`config.mk`:
```
export PLATFORM = sky130hd
export DESIGN_NAME = hdr_mode_sequencer_flat
export DESIGN_NICKNAME = d
export VERILOG_FILES = /design/src/rtl/hdr_mode_sequencer_if.sv /design/src/rtl/hdr_mode_sequencer.sv /design/src/flat_wrapper.sv
export SDC_FILE = /design/constraint.sdc
export NUM_CORES = 1
export LEC_CHECK = 0
export BUFFER_PORTS_ARGS = -buffer_cell sky130_fd_sc_hd__buf_2
export CORE_MARGIN = 2
export CORE_UTILIZATION = 54
export DETAILED_ROUTE_END_ITERATION = 7
export PLACE_DENSITY = 0.82
export SLEW_MARGIN = 20
export SYNTH_ARGS = -nofsm -noshare
export SYNTH_HDL_FRONTEND = slang
export SYNTH_SLANG_ARGS = --single-unit
```
`constraint.sdc`:
```
create_clock -name i_sys_clk -period 2.62 [get_ports i_sys_clk]
set_clock_uncertainty 0.05 [all_clocks]
set_input_delay 0.655 -clock i_sys_clk [delete_from_list [all_inputs] [get_ports i_sys_clk]]
set_output_delay 0.655 -clock i_sys_clk [all_outputs]
set_load 0.03 [all_outputs]
```
`src/rtl/hdr_mode_sequencer_if.sv`:
```
// Bus between the I3C engine side and the HDR mode sequencer.
// The master drives the command/handshake inputs and the slave (sequencer)
// drives the enables, special address, status pulses and statistics.
interface hdr_mode_sequencer_if #(
  parameter int NUM_ENG = 2,
  parameter int SEL_W   = 1,
  parameter int ADDR_W  = 8,
  parameter int TMO_W   = 16
);
  logic                i_en;
  logic [2:0]          i_mode;
  logic                i_cp;
  logic                i_toc;
  logic [SEL_W-1:0]    i_eng_sel;
  logic [TMO_W-1:0]    i_tmo_limit;
  logic                i_ccc_done;
  logic [NUM_ENG-1:0]  i_eng_done;
  logic                o_ccc_en;
  logic [NUM_ENG-1:0]  o_eng_en;
  logic [ADDR_W-1:0]   o_regf_addr_special;
  logic                o_done;
  logic                o_abort;
  logic                o_busy;
  logic [7:0]          o_cmd_cnt;

  modport master (
    output i_en, i_mode, i_cp, i_toc, i_eng_sel, i_tmo_limit, i_ccc_done, i_eng_done,
    input  o_ccc_en, o_eng_en, o_regf_addr_special, o_done, o_abort, o_busy, o_cmd_cnt
  );

  modport slave (
    input  i_en, i_mode, i_cp, i_toc, i_eng_sel, i_tmo_limit, i_ccc_done, i_eng_done,
    output o_ccc_en, o_eng_en, o_regf_addr_special, o_done, o_abort, o_busy, o_cmd_cnt
  );
endinterface

```
`src/rtl/hdr_mode_sequencer.sv`:
```
// HDR session sequencer: chains CCC and HDR transfer commands inside one
// HDR session using TOC/CP, inserts the dummy CCC fetch before a switch from
// CCC to a normal transfer, guards every command with a watchdog and keeps a
// saturating count of completed commands. All outputs are registered.
module hdr_mode_sequencer #(
  parameter int NUM_ENG    = 2,
  parameter int SEL_W      = 1,
  parameter int ADDR_W     = 8,
  parameter int CCC_ADDR   = 10,
  parameter int DUMMY_ADDR = 9,
  parameter int HDR_MODE   = 6,
  parameter int TMO_W      = 16
) (
  input  logic                 i_sys_clk,
  input  logic                 i_sys_rst_n,
  hdr_mode_sequencer_if.slave  bus
);

  typedef enum logic [2:0] {
    S_IDLE, S_CCC, S_DUMMY, S_ENG, S_HANDOFF, S_DONE, S_ABORT
  } state_e;

  state_e              state_q, state_d;
  state_e              nxt_q, nxt_d;
  logic [SEL_W-1:0]    sel_q, sel_d;
  logic [7:0]          cnt_q, cnt_d;
  logic [TMO_W-1:0]    wdog_q;
  logic                hit;
  logic                sel_ok;
  logic                tmo_hit;
  logic                hdr_on;

  logic                ccc_en_q, ccc_en_d;
  logic [NUM_ENG-1:0]  eng_en_q, eng_en_d;
  logic [ADDR_W-1:0]   addr_q, addr_d;
  logic                done_q, done_d;
  logic                abort_q, abort_d;
  logic                busy_q, busy_d;

  function automatic logic [NUM_ENG-1:0] sel_onehot(input logic [SEL_W-1:0] s);
    logic [NUM_ENG-1:0] oh;
    oh = '0;
    for (int k = 0; k < NUM_ENG; k++) begin
      if (s == SEL_W'(k)) oh[k] = 1'b1;
    end
    return oh;
  endfunction

  function automatic logic is_active(input state_e s);
    return (s == S_CCC) || (s == S_DUMMY) || (s == S_ENG);
  endfunction

  assign sel_ok  = (int'(bus.i_eng_sel) < NUM_ENG);
  assign hdr_on  = (bus.i_mode == 3'(HDR_MODE));
  assign tmo_hit = (bus.i_tmo_limit != '0) && (wdog_q == bus.i_tmo_limit);

  // State, pending post-handoff target, command count and output registers.
  always_ff @(posedge i_sys_clk or negedge i_sys_rst_n) begin
    if (!i_sys_rst_n) begin
      state_q  <= S_IDLE;
      nxt_q    <= S_IDLE;
      cnt_q    <= 8'd0;
      ccc_en_q <= 1'b0;
      eng_en_q <= '0;
      addr_q   <= ADDR_W'(CCC_ADDR);
      done_q   <= 1'b0;
      abort_q  <= 1'b0;
      busy_q   <= 1'b0;
    end else begin
      state_q  <= state_d;
      nxt_q    <= nxt_d;
      cnt_q    <= cnt_d;
      ccc_en_q <= ccc_en_d;
      eng_en_q <= eng_en_d;
      addr_q   <= addr_d;
      done_q   <= done_d;
      abort_q  <= abort_d;
      busy_q   <= busy_d;
    end
  end

  // Engine select and watchdog; both are (re)loaded before they are ever used.
  always_ff @(posedge i_sys_clk) begin
    sel_q <= sel_d;
    if (is_active(state_d) && (state_d != state_q)) begin
      wdog_q <= '0;
    end else if (is_active(state_q) && (wdog_q != '1)) begin
      wdog_q <= wdog_q + TMO_W'(1);
    end
  end

  // Next-state: dispatch, chaining on completion, mode loss and timeout.
  always_comb begin
    state_d = state_q;
    nxt_d   = nxt_q;
    sel_d   = sel_q;
    cnt_d   = cnt_q;
    hit     = 1'b0;
    case (state_q)
      S_CCC, S_DUMMY: hit = bus.i_ccc_done;
      S_ENG:          hit = |(bus.i_eng_done & sel_onehot(sel_q));
      default:        hit = 1'b0;
    endcase

    if (!bus.i_en) begin
      state_d = S_IDLE;
    end else begin
      case (state_q)
        S_IDLE: begin
          if (!hdr_on) begin
            state_d = S_DONE;
          end else begin
            cnt_d = 8'd0;
            if (bus.i_cp) begin
              state_d = S_CCC;
            end else if (!sel_ok) begin
              state_d = S_ABORT;
            end else begin
              sel_d   = bus.i_eng_sel;
              state_d = S_ENG;
            end
          end
        end
        S_CCC, S_DUMMY, S_ENG: begin
          if (hit) begin
            // The dummy fetch is bookkeeping only: not counted, never exits.
            if ((state_q != S_DUMMY) && (cnt_q != 8'hFF)) cnt_d = cnt_q + 8'd1;
            if ((state_q != S_DUMMY) && bus.i_toc) begin
              state_d = S_DONE;
            end else if ((state_q == S_CCC) && !bus.i_cp) begin
              nxt_d   = S_DUMMY;
              state_d = S_HANDOFF;
            end else if ((state_q != S_DUMMY) && bus.i_cp) begin
              nxt_d   = S_CCC;
              state_d = S_HANDOFF;
            end else if (!sel_ok) begin
              state_d = S_ABORT;
            end else begin
              sel_d   = bus.i_eng_sel;
              nxt_d   = S_ENG;
              state_d = S_HANDOFF;
            end
          end else if (!hdr_on) begin
            state_d = S_DONE;
          end else if (tmo_hit) begin
            state_d = S_ABORT;
          end
        end
        S_HANDOFF: state_d = nxt_q;
        default:   state_d = S_IDLE;
      endcase
    end
  end

  // Outputs are decoded from the next state so they line up with it once registered.
  always_comb begin
    ccc_en_d = (state_d == S_CCC) || (state_d == S_DUMMY);
    eng_en_d = (state_d == S_ENG) ? sel_onehot(sel_d) : '0;
    addr_d   = (state_d == S_DUMMY) ? ADDR_W'(DUMMY_ADDR) : ADDR_W'(CCC_ADDR);
    done_d   = (state_d == S_DONE) || (state_d == S_ABORT);
    abort_d  = (state_d == S_ABORT);
    busy_d   = (state_d != S_IDLE);
  end

  assign bus.o_ccc_en            = ccc_en_q;
  assign bus.o_eng_en            = eng_en_q;
  assign bus.o_regf_addr_special = addr_q;
  assign bus.o_done              = done_q;
  assign bus.o_abort             = abort_q;
  assign bus.o_busy              = busy_q;
  assign bus.o_cmd_cnt           = cnt_q;

endmodule

```
`src/flat_wrapper.sv`:
```
// flat-port wrapper written by rule: the top's interface ports become plain ports
module hdr_mode_sequencer_flat 
#(
  parameter int NUM_ENG    = 2,
  parameter int SEL_W      = 1,
  parameter int ADDR_W     = 8,
  parameter int CCC_ADDR   = 10,
  parameter int DUMMY_ADDR = 9,
  parameter int HDR_MODE   = 6,
  parameter int TMO_W      = 16
)
  (i_sys_clk, i_sys_rst_n, bus_i_en, bus_i_mode, bus_i_cp, bus_i_toc, bus_i_eng_sel, bus_i_tmo_limit, bus_i_ccc_done, bus_i_eng_done, bus_o_ccc_en, bus_o_eng_en, bus_o_regf_addr_special, bus_o_done, bus_o_abort, bus_o_busy, bus_o_cmd_cnt);
  hdr_mode_sequencer_if #(.NUM_ENG(NUM_ENG), .SEL_W(SEL_W), .ADDR_W(ADDR_W), .TMO_W(TMO_W)) bus_i ();
  input  logic i_sys_clk;
  input  logic i_sys_rst_n;
  input wire logic [$bits(bus_i.i_en)-1:0] bus_i_en;
  input wire logic [$bits(bus_i.i_mode)-1:0] bus_i_mode;
  input wire logic [$bits(bus_i.i_cp)-1:0] bus_i_cp;
  input wire logic [$bits(bus_i.i_toc)-1:0] bus_i_toc;
  input wire logic [$bits(bus_i.i_eng_sel)-1:0] bus_i_eng_sel;
  input wire logic [$bits(bus_i.i_tmo_limit)-1:0] bus_i_tmo_limit;
  input wire logic [$bits(bus_i.i_ccc_done)-1:0] bus_i_ccc_done;
  input wire logic [$bits(bus_i.i_eng_done)-1:0] bus_i_eng_done;
  output wire logic [$bits(bus_i.o_ccc_en)-1:0] bus_o_ccc_en;
  output wire logic [$bits(bus_i.o_eng_en)-1:0] bus_o_eng_en;
  output wire logic [$bits(bus_i.o_regf_addr_special)-1:0] bus_o_regf_addr_special;
  output wire logic [$bits(bus_i.o_done)-1:0] bus_o_done;
  output wire logic [$bits(bus_i.o_abort)-1:0] bus_o_abort;
  output wire logic [$bits(bus_i.o_busy)-1:0] bus_o_busy;
  output wire logic [$bits(bus_i.o_cmd_cnt)-1:0] bus_o_cmd_cnt;
  assign bus_i.i_en = bus_i_en;
  assign bus_i.i_mode = bus_i_mode;
  assign bus_i.i_cp = bus_i_cp;
  assign bus_i.i_toc = bus_i_toc;
  assign bus_i.i_eng_sel = bus_i_eng_sel;
  assign bus_i.i_tmo_limit = bus_i_tmo_limit;
  assign bus_i.i_ccc_done = bus_i_ccc_done;
  assign bus_i.i_eng_done = bus_i_eng_done;
  assign bus_o_ccc_en = bus_i.o_ccc_en;
  assign bus_o_eng_en = bus_i.o_eng_en;
  assign bus_o_regf_addr_special = bus_i.o_regf_addr_special;
  assign bus_o_done = bus_i.o_done;
  assign bus_o_abort = bus_i.o_abort;
  assign bus_o_busy = bus_i.o_busy;
  assign bus_o_cmd_cnt = bus_i.o_cmd_cnt;
  hdr_mode_sequencer #(.NUM_ENG(NUM_ENG), .SEL_W(SEL_W), .ADDR_W(ADDR_W), .CCC_ADDR(CCC_ADDR), .DUMMY_ADDR(DUMMY_ADDR), .HDR_MODE(HDR_MODE), .TMO_W(TMO_W)) u_core (.i_sys_clk(i_sys_clk), .i_sys_rst_n(i_sys_rst_n), .bus(bus_i));
endmodule
```
### Yosys cells after proc, flatten, opt, wreduce, memory -nomap -nowiden

Index checks and enable logic that the tools add are counted.

| storage, ports and cells | value |
|---|---|
| flip-flop bits (word level) | 41 |
| input port bits | 28 |
| output and inout port bits | 22 |
| word-level logic and storage cells | 86 |

| cells by class | value |
|---|---|
| $add $sub $neg | 2 |
| eq/ne operators | 18 |
| muxes and demuxes | 31 |
| bitwise logic cells | 2 |
| reductions and logical operators | 22 |

Operator list:

| kind | count |
|---|---|
| $mux W8 | 3 |
| $mux W3 | 6 |
| $add A16 B1 Y16 const B | 1 |
| $eq A16 B16 Y1 | 1 |
| $ne A16 B16 Y1 const B | 1 |
| $pmux W8 S2 | 1 |
| $reduce_bool A16 Y1 | 1 |
| $mux W1 | 14 |
| $eq A3 B2 Y1 const B | 4 |
| $eq A3 B3 Y1 const B | 4 |
| $pmux W3 S3 | 1 |
| $add A8 B1 Y8 const B | 1 |
| $mux W2 | 4 |
| $ne A8 B8 Y1 const B | 1 |
| $logic_and A1 B1 Y1 | 7 |
| $eq A3 B1 Y1 const B | 2 |
| $ne A2 B1 Y1 const B | 3 |
| $logic_or A1 B1 Y1 | 5 |
| $reduce_and A5 Y1 | 1 |
| $pmux W1 S2 | 2 |
| $reduce_and A4 Y1 | 1 |
| $reduce_or A2 Y1 | 2 |
| $logic_not A3 Y1 | 1 |
| $ne A3 B2 Y1 const B | 1 |
| other kinds (7) | 7 |

### Logic depth before layout (Yosys ltp)

Gate-level depths: netlist (run 1).

| depth | value |
|---|---|
| depth in word-level cells | 12 |
| depth in mapped cells | 10 |
| mapped depth without buffers | 8 |

### Worst setup path after synthesis (run 1)

Ideal clock, no wire load.

| timing path | value |
|---|---|
| path type | input to register |
| start point | in bus_i_mode[0] |
| end point | reg u_core.wdog_q[10] |
| library setup time | 115 ps |
| arrival | 2437 ps |
| required time | 2455 ps |
| path slack | 18 ps |
| cell stages on the path | 8 |
| path buffers | 1 |
| cells stage by stage | nand3b_4 a211o_1 or4_4 o21ai_2 o2111ai_2 a211oi_4 buf_8 nor2_2 |

| on the way | value |
|---|---|
| word-level cells in the longest chain between the ends | 9 |
| elaborated cells between the ends (all ways) | 13 |
| those cells by class | 5 x eq/ne; 5 x mux; 3 x reduce/logical |

Ends and longest elaborated chain:

| what | line | source |
|---|---|---|
| from (decl) | flat_wrapper.sv:17 | `input wire logic [$bits(bus_i.i_mode)-1:0] bus_i_mode;` |
| $eq A3 B3 Y1 (*) | hdr_mode_sequencer.sv:54 | `assign hdr_on = (bus.i_mode == 3'(HDR_MODE));` |
| $mux W3 | hdr_mode_sequencer.sv:143 | `end else if (!hdr_on) begin` |
| $mux W3 | hdr_mode_sequencer.sv:125 | `if (hit) begin` |
| $pmux W3 S3 (*) | hdr_mode_sequencer.sv:108 | `case (state_q)` |
| $mux W3 (*) | hdr_mode_sequencer.sv:105 | `if (!bus.i_en) begin` |
| $eq A3 B1 Y1 / $eq A3 B2 Y1 (equally long branches) | hdr_mode_sequencer.sv:50 | `return (s == S_CCC) \|\| (s == S_DUMMY) \|\| (s == S_ENG);` |
| $logic_or A1 B1 Y1 (2 in series) | hdr_mode_sequencer.sv:50 |  |
| $logic_and A1 B1 Y1 (*) | hdr_mode_sequencer.sv:85 | `if (is_active(state_d) && (state_d != state_q)) begin` |
| to (signal assigned) | hdr_mode_sequencer.sv:88 | `wdog_q <= wdog_q + TMO_W'(1);` |
| to (decl) | hdr_mode_sequencer.sv:27 | `logic [TMO_W-1:0] wdog_q;` |

Mark *: on every way between the ends. The rest lies on a longest branch, timed or not.
A chain may end at the register's enable or synchronous reset.

### Final worst setup path (run 1)

| timing path | value |
|---|---|
| start point | in bus_i_tmo_limit[10] |
| end point | reg u_core.ccc_en_q (netlist: u_core.bus.o_ccc_en) |

| on the way | value |
|---|---|
| word-level cells in the longest chain between the ends | 9 |
| elaborated cells between the ends (all ways) | 11 |
| those cells by class | 3 x eq/ne; 5 x mux; 3 x reduce/logical |

Ends and longest elaborated chain:

| what | line | source |
|---|---|---|
| from (decl) | flat_wrapper.sv:21 | `input wire logic [$bits(bus_i.i_tmo_limit)-1:0] bus_i_tmo_limit;` |
| $eq A16 B16 Y1 / $reduce_bool A16 Y1 (equally long branches) | hdr_mode_sequencer.sv:55 | `assign tmo_hit = (bus.i_tmo_limit != '0) && (wdog_q == bus.i_tmo_limit);` |
| $logic_and A1 B1 Y1 (*) | hdr_mode_sequencer.sv:55 |  |
| $mux W3 (*) | hdr_mode_sequencer.sv:145 | `end else if (tmo_hit) begin` |
| $mux W3 (*) | hdr_mode_sequencer.sv:143 |  |
| $mux W3 (*) | hdr_mode_sequencer.sv:125 |  |
| $pmux W3 S3 (*) | hdr_mode_sequencer.sv:108 |  |
| $mux W3 (*) | hdr_mode_sequencer.sv:105 |  |
| $eq A3 B1 Y1 / $eq A3 B2 Y1 (equally long branches) | hdr_mode_sequencer.sv:157 | `ccc_en_d = (state_d == S_CCC) \|\| (state_d == S_DUMMY);` |
| $logic_or A1 B1 Y1 (*) | hdr_mode_sequencer.sv:157 |  |
| via u_core.ccc_en_d | hdr_mode_sequencer.sv:33 | `logic ccc_en_q, ccc_en_d;` |
| to (signal assigned) | hdr_mode_sequencer.sv:73 | `ccc_en_q <= ccc_en_d;` |
| to (decl) | hdr_mode_sequencer.sv:33 |  |

The timed path passes the listed nets; every way through them passes the cells marked *.

==> results of run 1 <==
worst register-to-register path: cells and delay by family, from the launching register on:
kind | cells | cell delay [ns]
AOI/OAI and AO/OA | 2 | 0.52
DFF | 1 | 0.46
and+or+nand+nor | 5 | 1.29
flip-flops by register name (all words and copies together), names as in the netlist:
signal / cells
u_core.wdog_q: 16
u_core.bus.o_abort: 1
u_core.bus.o_eng_en: 2
u_core.bus.o_cmd_cnt: 8
u_core.bus.o_regf_addr_special: 2
u_core.sel_q: 1
u_core.state_q: 3
u_core.nxt_q: 2
u_core.bus.o_ccc_en: 1
u_core.bus.o_done: 1
u_core.bus.o_busy: 1
final timing paths:
check	startpoint	end	slack, ns	cells after the start
worst max-delay path	bus_i_tmo_limit[10]	u_core.bus.o_ccc_en	0.12	9
worst min-delay path	i_sys_rst_n	u_core.bus.o_eng_en[1]	0.26	1
worst max register to register	u_core.state_q[1]	u_core.bus.o_ccc_en	0.19	7
worst min register to register	u_core.wdog_q[12]	u_core.wdog_q[12]	0.50	2
max in group asynchronous	i_sys_rst_n	u_core.bus.o_regf_addr_special[1]	1.92	1
min in group i_sys_clk	u_core.wdog_q[12]	u_core.wdog_q[12]	0.50	2
what timing repair did:
item	in CTS	in global routing
cloned	0	0
setup endpoints to repair	17	17
hold buffers	0	0
gates resized for setup	1	5
per-stage QoR:
| step | TNS [ns] | utilization, % | instances | hold WS [ns] | power (uW) |
|---|---|---|---|---|---|
| 3_5_place_dp | -7.332 | 68.92 | 386 | 0.4874 | 1349 |
| 6_report | 0 | 72.26 | 394 | 0.2624 | 1825 |
| 3_3_place_gp | -4.918 | 68.92 | 386 | 0.4694 | 1325 |
| 5_1_grt | 0 | 72.26 | 394 | 0.2994 | 1931 |
| 4_1_cts | 0 | 71.68 | 394 | 0.2676 | 1837 |
| 2_1_floorplan | 0 | - | 272 | 0.3094 | 1138 |
per-layer routing:
layer	vias up	part of all wire (%)	global-route usage, %
met5	-	0	0
met4	0	2.2	8.547
met3	16	8.3	5.051
met2	104	47	38.31
met1	991	42	30.84
li1	1087	-	-
kinds of logic after synthesis:
group	after synthesis
AOI/OAI and AO/OA	43
xor gates and xnor gates	35
adders and majority gates	2
buffers and inverters	18
DFF	38
muxes	4
other	2
and+or+nand+nor	126
cell usage after synthesis (3+ instances only):
| cell type | number |
|---|---|
| a21oi_1 | 10 |
| a31oi_1 | 3 |
| buf_2 | 4 |
| buf_4 | 6 |
| dfrtp_1 | 20 |
| dfxtp_1 | 17 |
| inv_1 | 4 |
| nand2_1 | 18 |
| nand2b_1 | 5 |
| nand3_1 | 12 |
| nand4_1 | 11 |
| nor2_1 | 31 |
| nor2_2 | 10 |
| nor2b_1 | 6 |
| nor3_1 | 10 |
| nor4_1 | 8 |
| o21ai_0 | 7 |
| or3_1 | 5 |
| xnor2_1 | 26 |
| xor2_1 | 9 |
final cells by class:
| cell class | count | area (sq um) | area share [%] |
|---|---|---|---|
| clock buffer | 7 | 76.32 | 2.585 |
| clock inverter | 1 | 30.03 | 1.017 |
| inverter | 5 | 18.77 | 0.6356 |
| multi-input combinational | 216 | 1415 | 47.92 |
| sequential | 38 | 867.1 | 29.36 |
| tap | 50 | 62.56 | 2.119 |
| timing repair buffer | 77 | 483.0 | 16.36 |
power groups by stage:
stage	Clock, uW	Combinational (uW)	Sequential (uW)
finish	478	576	771
CTS	496	572	769
global placement	0	547	778
detailed placement	0	568	781
floorplan	0	345	793
global route	513	637	782
==> results_dict.tcl, run 1 <==
set metrics [dict create \
    rows 23 \
    areaGrowthSynthToFinish_pct 26.00 \
    fillers 309 \
    synth_top_area_share_pct 21.36 \
    hold_class "in2async" \
    p_comb_share_pct 31.6 \
    synthArstFlopShare_pct 55.26 \
    port_buffers 43 \
    synthAdderAreaFrac_pct 1.068 \
    clkPwrFrac_pct 26.2 \
    cts.sinks 38 \
    cpPeakStageDelay_ns 0.42 \
    synth_top_area_cell "dfrtp_1" \
    cts_setup_buffers 0 \
    layout_common_cells "buf_2, buf_4, nor2_1, xnor2_1, dfrtp_1" \
    first_global_vias 2107 \
    critPathCaptureType "flip-flop" \
    fin_crit_sh_pct 95.25 \
    rsz0062_at_grt "false" \
    gp_congestion 0.9579 \
    cp_max_fo 3 \
    pre_cts_slack_ns -0.3901 \
    grt_antenna_before_repair 0 \
    synthTopCellsByArea "dfrtp_1, dfxtp_1, xnor2_1" \
    die_w_um 69.88 \
    dpl_cell_area_sq_mm 0.002816 \
    ant_nets 0 \
    cts_tree "yes" \
    p_per_area_mw_per_mm2 618.2 \
    tightest_slew_ns 0.5375 \
    clk_pin_slew_ns 0.07 \
    core-area_sq_mm 0.004086 \
    dr.pass1.iters 5 \
    post-dp-hpwl_um 4299 \
    die_y_um 69.88 \
    syn_avg_cell_area_sq_um 8.744 \
    grt_use_total_pct 23.54 \
    critPathKind "in2reg" \
    synth_top_family_by_area "simple AND/OR/NAND/NOR gates" \
    setup_violations 0 \
    clockRootBuffer "clkbuf_8" \
    vias 2198 \
    overflow 0 \
    outcome "finished clean" \
    drc 0 \
    h-tree-depth 2 \
    detail_route.wl_per_cell_um 13.76 \
    maxCapViolCount 0 \
    grt_pass1_wl_um 9384 \
    final_area_sq_mm 0.002953 \
    synthFlopType "dfrtp_1" \
    synth_seq_area_share_pct 37.00 \
    critPathSlowestCell "or3_1" \
    synth-simple-area-share_pct 28.56 \
    period_needed_ns 2.496 \
    grt_max_degree 22 \
    drive_gt1_share_pct 31.40 \
    synth_compound_area_share_pct 13.61 \
    yosysWarnings 0 \
    synth_edf_count 0 \
    syn_inst 268 \
    cts_buffer_depth 2 \
    path_cells "buf_2, nor4_1, and4_4, or3_1, nor4_2, or3_1, buf_4, nand2b_1, and3b_1" \
    cp.required_ns 2.75 \
    num-nets-final 373 \
    drtIter0Drc 231 \
    p_leak_uw 0.001235 \
    crit_top_cell "or3_1" \
    slew_headroom_pct 63.84 \
    synthDistinctLibCells 51 \
    worst-path-buf-inv 2 \
    clock_latency_ns 0.29 \
    seqPwrFrac_pct 42.2 \
    netlist_area_sq_mm 0.002343 \
    antenna_cells 0 \
    p_sw_uw 611.7 \
    synthXorXnorAreaFrac_pct 13.08 \
    initial_core_util_pct 57.35 \
    start_kind "primary input" \
    numCtsBuffers 5 \
    ys_ff_latch 38 \
    finalHoldViolations 0 \
    crit_family "simple AND/OR/NAND/NOR gates" \
    ios 50 \
    synthMuxAreaShare_pct 1.815 \
    p_int_uw 1214 \
    cp.arrival_ns 2.63 \
    via_per_inst 5.579 \
    dieArea_sq_mm 0.004883 \
    fmax_mhz 400.7 \
    layout_commonest_cell "buf_2" \
    final_max_slew_viol_count 0 \
    max-vdd-ir-drop_v 0.0006006 \
    totalWireLength_um 5420 \
    switching_share_pct 33.51 \
    setup_ws_ns 0.1243 \
]
Note: power is estimated with default switching activity, not from simulation.
==> run 2, diff against run 1 <==
Settings changed: CORE_UTILIZATION 54 to 48, PLACE_DENSITY 0.82 to 0.75, SLEW_MARGIN 20 to default.
Clock period 2.62 ns to 3.2 ns, I/O delays scaled along.
==> run 2 against run 1 <==
  * Combinational power decreased by 35%
  * Final area shrank 9.5%
  * Die area increased by 12%
  * Clock power shrank 35%
==> results_dict.tcl, run 2 (synthesized netlist as in run 1, its figures left out) <==
set metrics [dict create \
    slew_headroom_pct 57.96 \
    fin_setup_tns_ns 0 \
    clock_latency_ns 0.29 \
    dieArea_sq_mm 0.005458 \
    core-area_sq_mm 0.004723 \
    rows 25 \
    num-nets-final 340 \
    h-tree-depth 2 \
    grt_max_degree 22 \
    dpl_cell_area_sq_mm 0.002590 \
    fmax_mhz 367.2 \
    cts_buffer_depth 2 \
    cp_max_fo 16 \
    grt_pass1_wl_um 8542 \
    critPathCaptureType "flip-flop" \
    cts_setup_buffers 0 \
    outcome "finished clean" \
    grt_use_total_pct 20.26 \
    clockRootBuffer "clkbuf_8" \
    ant_nets 0 \
    seqPwrFrac_pct 48.4 \
    fin_crit_sh_pct 85.10 \
    first_global_vias 1863 \
    wl_met1_um 2262 \
    critPathSlowestCell "a2111oi_0" \
    dr.pass1.iters 4 \
    p_comb_share_pct 28.2 \
    totalWireLength_um 4949 \
    p_int_uw 854.8 \
    ios 50 \
    instances_no_fill 378 \
    tightest_slew_ns 0.6305 \
    numCtsBuffers 5 \
    detail_route.wl_per_cell_um 13.09 \
    switching_share_pct 36.13 \
    hold_class "in2async" \
    fillers 454 \
    drive_gt1_share_pct 22.83 \
    setup_violations 0 \
    path_cells "buf_2, nor4_1, and4_1, a211oi_1, a2111oi_0, o2111ai_2, a211oi_4, buf_12, nor3_1" \
    cp.arrival_ns 2.86 \
    port_buffers 43 \
    post-dp-hpwl_um 3892 \
    cts_tree "yes" \
    clkPwrFrac_pct 23.4 \
    final_max_slew_viol_count 0 \
    overflow 0 \
    vias 2029 \
    critPathKind "in2reg" \
    cp.required_ns 3.33 \
    period_needed_ns 2.723 \
    hold_buffers 0 \
    cts_resized 0 \
    via_per_inst 5.368 \
    placed_cells 370 \
    p_leak_uw 0.001063 \
    initial_core_util_pct 49.62 \
    drc 0 \
    die_y_um 73.88 \
    top_layer "met4" \
    crit_family "compound AO/OA/AOI/OAI gates" \
    finalHoldViolations 0 \
    max-vdd-ir-drop_v 0.0002895 \
    layout_commonest_cell "buf_2" \
    p_sw_uw 483.6 \
    p_per_area_mw_per_mm2 501.0 \
    largest_reg_flops 16 \
    antenna_cells 0 \
    final_core_util_pct 56.56 \
    rsz0062_at_grt "false" \
    routed-wl-met2_um 2317 \
    final_area_sq_mm 0.002671 \
    grt_antenna_before_repair 0 \
    maxCapViolCount 0 \
    layout_common_cells "buf_2, nor2_1, xnor2_1, dfrtp_1, nand2_1" \
    gp_congestion 0.8664 \
    areaGrowthSynthToFinish_pct 13.99 \
    cpPeakStageDelay_ns 0.50 \
    route.met3.wl_um 321 \
    start_kind "primary input" \
    die_w_um 73.88 \
    worst-path-buf-inv 2 \
    drtIter0Drc 181 \
    cts.sinks 38 \
    top_register "u_core.wdog_q" \
    clk_pin_slew_ns 0.07 \
]
==> run 2: cell count changes in the layout (fill, tap and decap cells not counted), sizes merged <==
| cell | before | now |
|---|---|---|
| clkbuf | 7 | 6 |
| buf | 77 | 44 |
| clkinv | 0 | 2 |
| bufinv | 1 | 0 |
==> run 2: area by class of cell <==
class                      instances  area [sq um]  share of cell area, %
clock inverter                     2         8.758                 0.3279
clock buffer                       6         72.57                  2.717
multi-input combinational        216          1385                  51.85
sequential                        38         867.1                  32.46
tap                               67         83.83                  3.138
inverter                           5         18.77                 0.7026
timing repair buffer              44         235.2                  8.806
==> run 2: final timing paths <==
kind,from,end,slack (ns),cells after the start
setup / recovery,bus_i_tmo_limit[9],u_core.wdog_q[12],0.48,9
hold / removal,i_sys_rst_n,u_core.bus.o_eng_en[0],0.40,1
setup reg to reg,u_core.state_q[0],u_core.wdog_q[12],0.55,8
hold reg to reg,u_core.bus.o_cmd_cnt[1],u_core.bus.o_cmd_cnt[1],0.52,2
max in group asynchronous,i_sys_rst_n,u_core.bus.o_regf_addr_special[1],2.36,1
min in group i_sys_clk,u_core.bus.o_cmd_cnt[1],u_core.bus.o_cmd_cnt[1],0.52,2
==> run 2: per-stage QoR <==
step	setup slack (ns)	power, uW	hold WS (ns)
after global placement	0.1339	1027	0.4714
after floorplan	0.4526	931.6	0.4544
after global routing	0.3183	1432	0.4382
final	0.4767	1338	0.3979
after CTS	0.4700	1352	0.4147
after detailed placement	0.1410	1035	0.5024
==> run 2: power by group through the flow <==
| stage | sequential, uW | combinational (uW) | clock [uW] |
|---|---|---|---|
| 6_report | 648 | 377 | 313 |
| 5_1_grt | 661 | 424 | 346 |
| 4_1_cts | 647 | 381 | 324 |
| 3_5_place_dp | 656 | 379 | 0 |
| 3_3_place_gp | 655 | 372 | 0 |
| 2_1_floorplan | 649 | 283 | 0 |
==> run 2: routing by layer <==
layer / track usage, % / up-vias
met2: 32.54 / 72
li1: - / 1022
met3: 4.390 / 5
met5: 0 / -
met4: 6.061 / 0
met1: 27.25 / 930
==> run 2: worst register-to-register path: stages, from the launching register on <==
cell and delay (ns):
dfrtp_1 0.53, nor2_1 0.52, o2bb2ai_1 0.19, a211oi_1 0.09, a2111oi_0 0.50, o2111ai_2 0.18
a211oi_4 0.23, buf_12 0.19, nor3_1 0.06
==> run 3, diff against run 2 <==
Settings changed: GPL_TIMING_DRIVEN from default to 1, REMOVE_ABC_BUFFERS from default to 1.
==> run 3 against run 2 <==
  * Die area did not move
  * Clock-buffer cell count is 1 higher
  * Sequential cell count stayed put
  * Final cell count grew 0.53%
  * Maximum frequency increased by 1.7%
  * Non-clock buffer count is 2 higher
  * Sequential share of layout area is 0.30 points lower
  * Largest cell class unchanged
==> results_dict.tcl, run 3 (synthesized netlist as in run 1, its figures left out) <==
set metrics [dict create \
    cp.required_ns 3.34 \
    port_buffers 43 \
    critPathCaptureType "flip-flop" \
    ant_nets 0 \
    via_per_inst 5.376 \
    hold_buffers 0 \
    ios 50 \
    numCtsBuffers 5 \
    dieArea_sq_mm 0.005458 \
    layout_commonest_cell "buf_2" \
    cts_tree "yes" \
    h-tree-depth 2 \
    cp_max_fo 16 \
    totalWireLength_um 5104 \
    drtIter0Drc 127 \
    tightest_slew_ns 0.5759 \
    crit_family "compound AO/OA/AOI/OAI gates" \
    initial_core_util_pct 49.62 \
    grt_use_total_pct 20.27 \
    grt_max_degree 22 \
    core-area_sq_mm 0.004723 \
    max-vdd-ir-drop_v 0.0002941 \
    grt_antenna_before_repair 0 \
    clock_latency_ns 0.30 \
    start_kind "flip-flop" \
    holdWs_ns 0.3989 \
    fillers 442 \
    overflow 0 \
    detail_route.wl_per_cell_um 13.43 \
    areaGrowthSynthToFinish_pct 15.06 \
    path_cells "nor2_1, o2bb2ai_1, a211oi_1, a2111oi_0, o2111ai_2, a211oi_4, buf_12, nor3_1" \
    die_w_um 73.88 \
    layout_common_cells "buf_2, nor2_1, xnor2_1, dfrtp_1, nand2_1" \
    cp.arrival_ns 2.81 \
    largest_reg_flops 16 \
    first_global_vias 1898 \
    drc 0 \
    clockRootBuffer "clkbuf_8" \
    setup_violations 0 \
    post-dp-hpwl_um 3938 \
    fin_setup_tns_ns 0 \
    cpPeakStageDelay_ns 0.54 \
    p_per_area_mw_per_mm2 510.3 \
    multiInputGateArea_sq_mm 0.001385 \
    worst-path-buf-inv 1 \
    clk_pin_slew_ns 0.08 \
    maxCapViolCount 0 \
    outcome "finished clean" \
    gp_congestion 0.8815 \
    period_needed_ns 2.678 \
    top_register "u_core.wdog_q" \
    cts_resized 0 \
    vias 2043 \
    cts_setup_buffers 0 \
    p_leak_uw 0.001079 \
    cts.sinks 38 \
    grt_pass1_wl_um 8611 \
    fmax_mhz 373.5 \
    num-nets-final 342 \
    rsz0062_at_grt "false" \
    seqCellArea_sq_um 867.1 \
    critPathKind "reg2reg" \
    slew_headroom_pct 61.25 \
    critPathSlowestCell "dfrtp_1" \
    die_y_um 73.88 \
    cts_buffer_depth 2 \
    final_max_slew_viol_count 0 \
    hold_class "in2async" \
    drive_gt1_share_pct 23.64 \
    antenna_cells 0 \
    fin_crit_sh_pct 83.68 \
    finalHoldViolations 0 \
    dr.pass1.iters 4 \
    rows 25 \
]
-- run 3: changes by cell type in the layout (fill, tap and decap cells not counted) --
cell	previous run	this run
buf_4	0	2
clkbuf_8	5	6
clkinv_1	1	0
-- run 3: where the power goes --
part,internal (uW),switching (uW)
logic,162,225
registers,546,99.7
clock network,174,169
-- run 3: path summary, 6_finish.rpt --
path,startpoint,to,slack (ns),cells past startpoint
setup / recovery,u_core.state_q[0],u_core.wdog_q[12],0.52,8
hold / removal,i_sys_rst_n,u_core.nxt_q[0],0.40,1
setup reg to reg,u_core.state_q[0],u_core.wdog_q[12],0.52,8
hold reg to reg,u_core.wdog_q[12],u_core.wdog_q[12],0.50,2
max in group asynchronous,i_sys_rst_n,u_core.bus.o_regf_addr_special[1],2.36,1
min in group i_sys_clk,u_core.wdog_q[12],u_core.wdog_q[12],0.50,2
-- run 3: routing by layer --
| metal | up-vias | track usage [%] | part of all wire, % |
|---|---|---|---|
| li1 | 1025 | - | - |
| met1 | 951 | 27.33 | 48 |
| met2 | 61 | 32.54 | 45 |
| met3 | 6 | 4.252 | 4.9 |
| met4 | 0 | 6.061 | 1.2 |
| met5 | - | 0 | 0 |
-- run 3: metrics by stage --
stage	total power [uW]	cells	setup WS, ns	area (sq um)	utilization [%]
final	1376	380	0.5224	2696	57.09
after global routing	1461	380	0.2504	2696	57.09
after CTS	1387	380	0.5350	2696	57.09
after detailed placement	1043	372	0.3014	2605	55.15
after global placement	1029	372	0.3006	2605	55.15
after floorplan	912.3	259	0.2523	2271	-
-- run 3: worst register-to-register path, cell delays in order (launching register included) --
cell and delay (ns):
dfrtp_1 0.54, nor2_1 0.51, o2bb2ai_1 0.18, a211oi_1 0.09, a2111oi_0 0.53, o2111ai_2 0.18, a211oi_4 0.22, buf_12 0.19
nor3_1 0.07
-- run 3: cell type report --
class                      count  share of cell area, %
multi-input combinational    216                  51.37
sequential                    38                  32.16
timing repair buffer          46                  9.281
clock buffer                   7                  3.202
tap                           67                  3.109
inverter                       5                 0.6961
clock inverter                 1                 0.1856
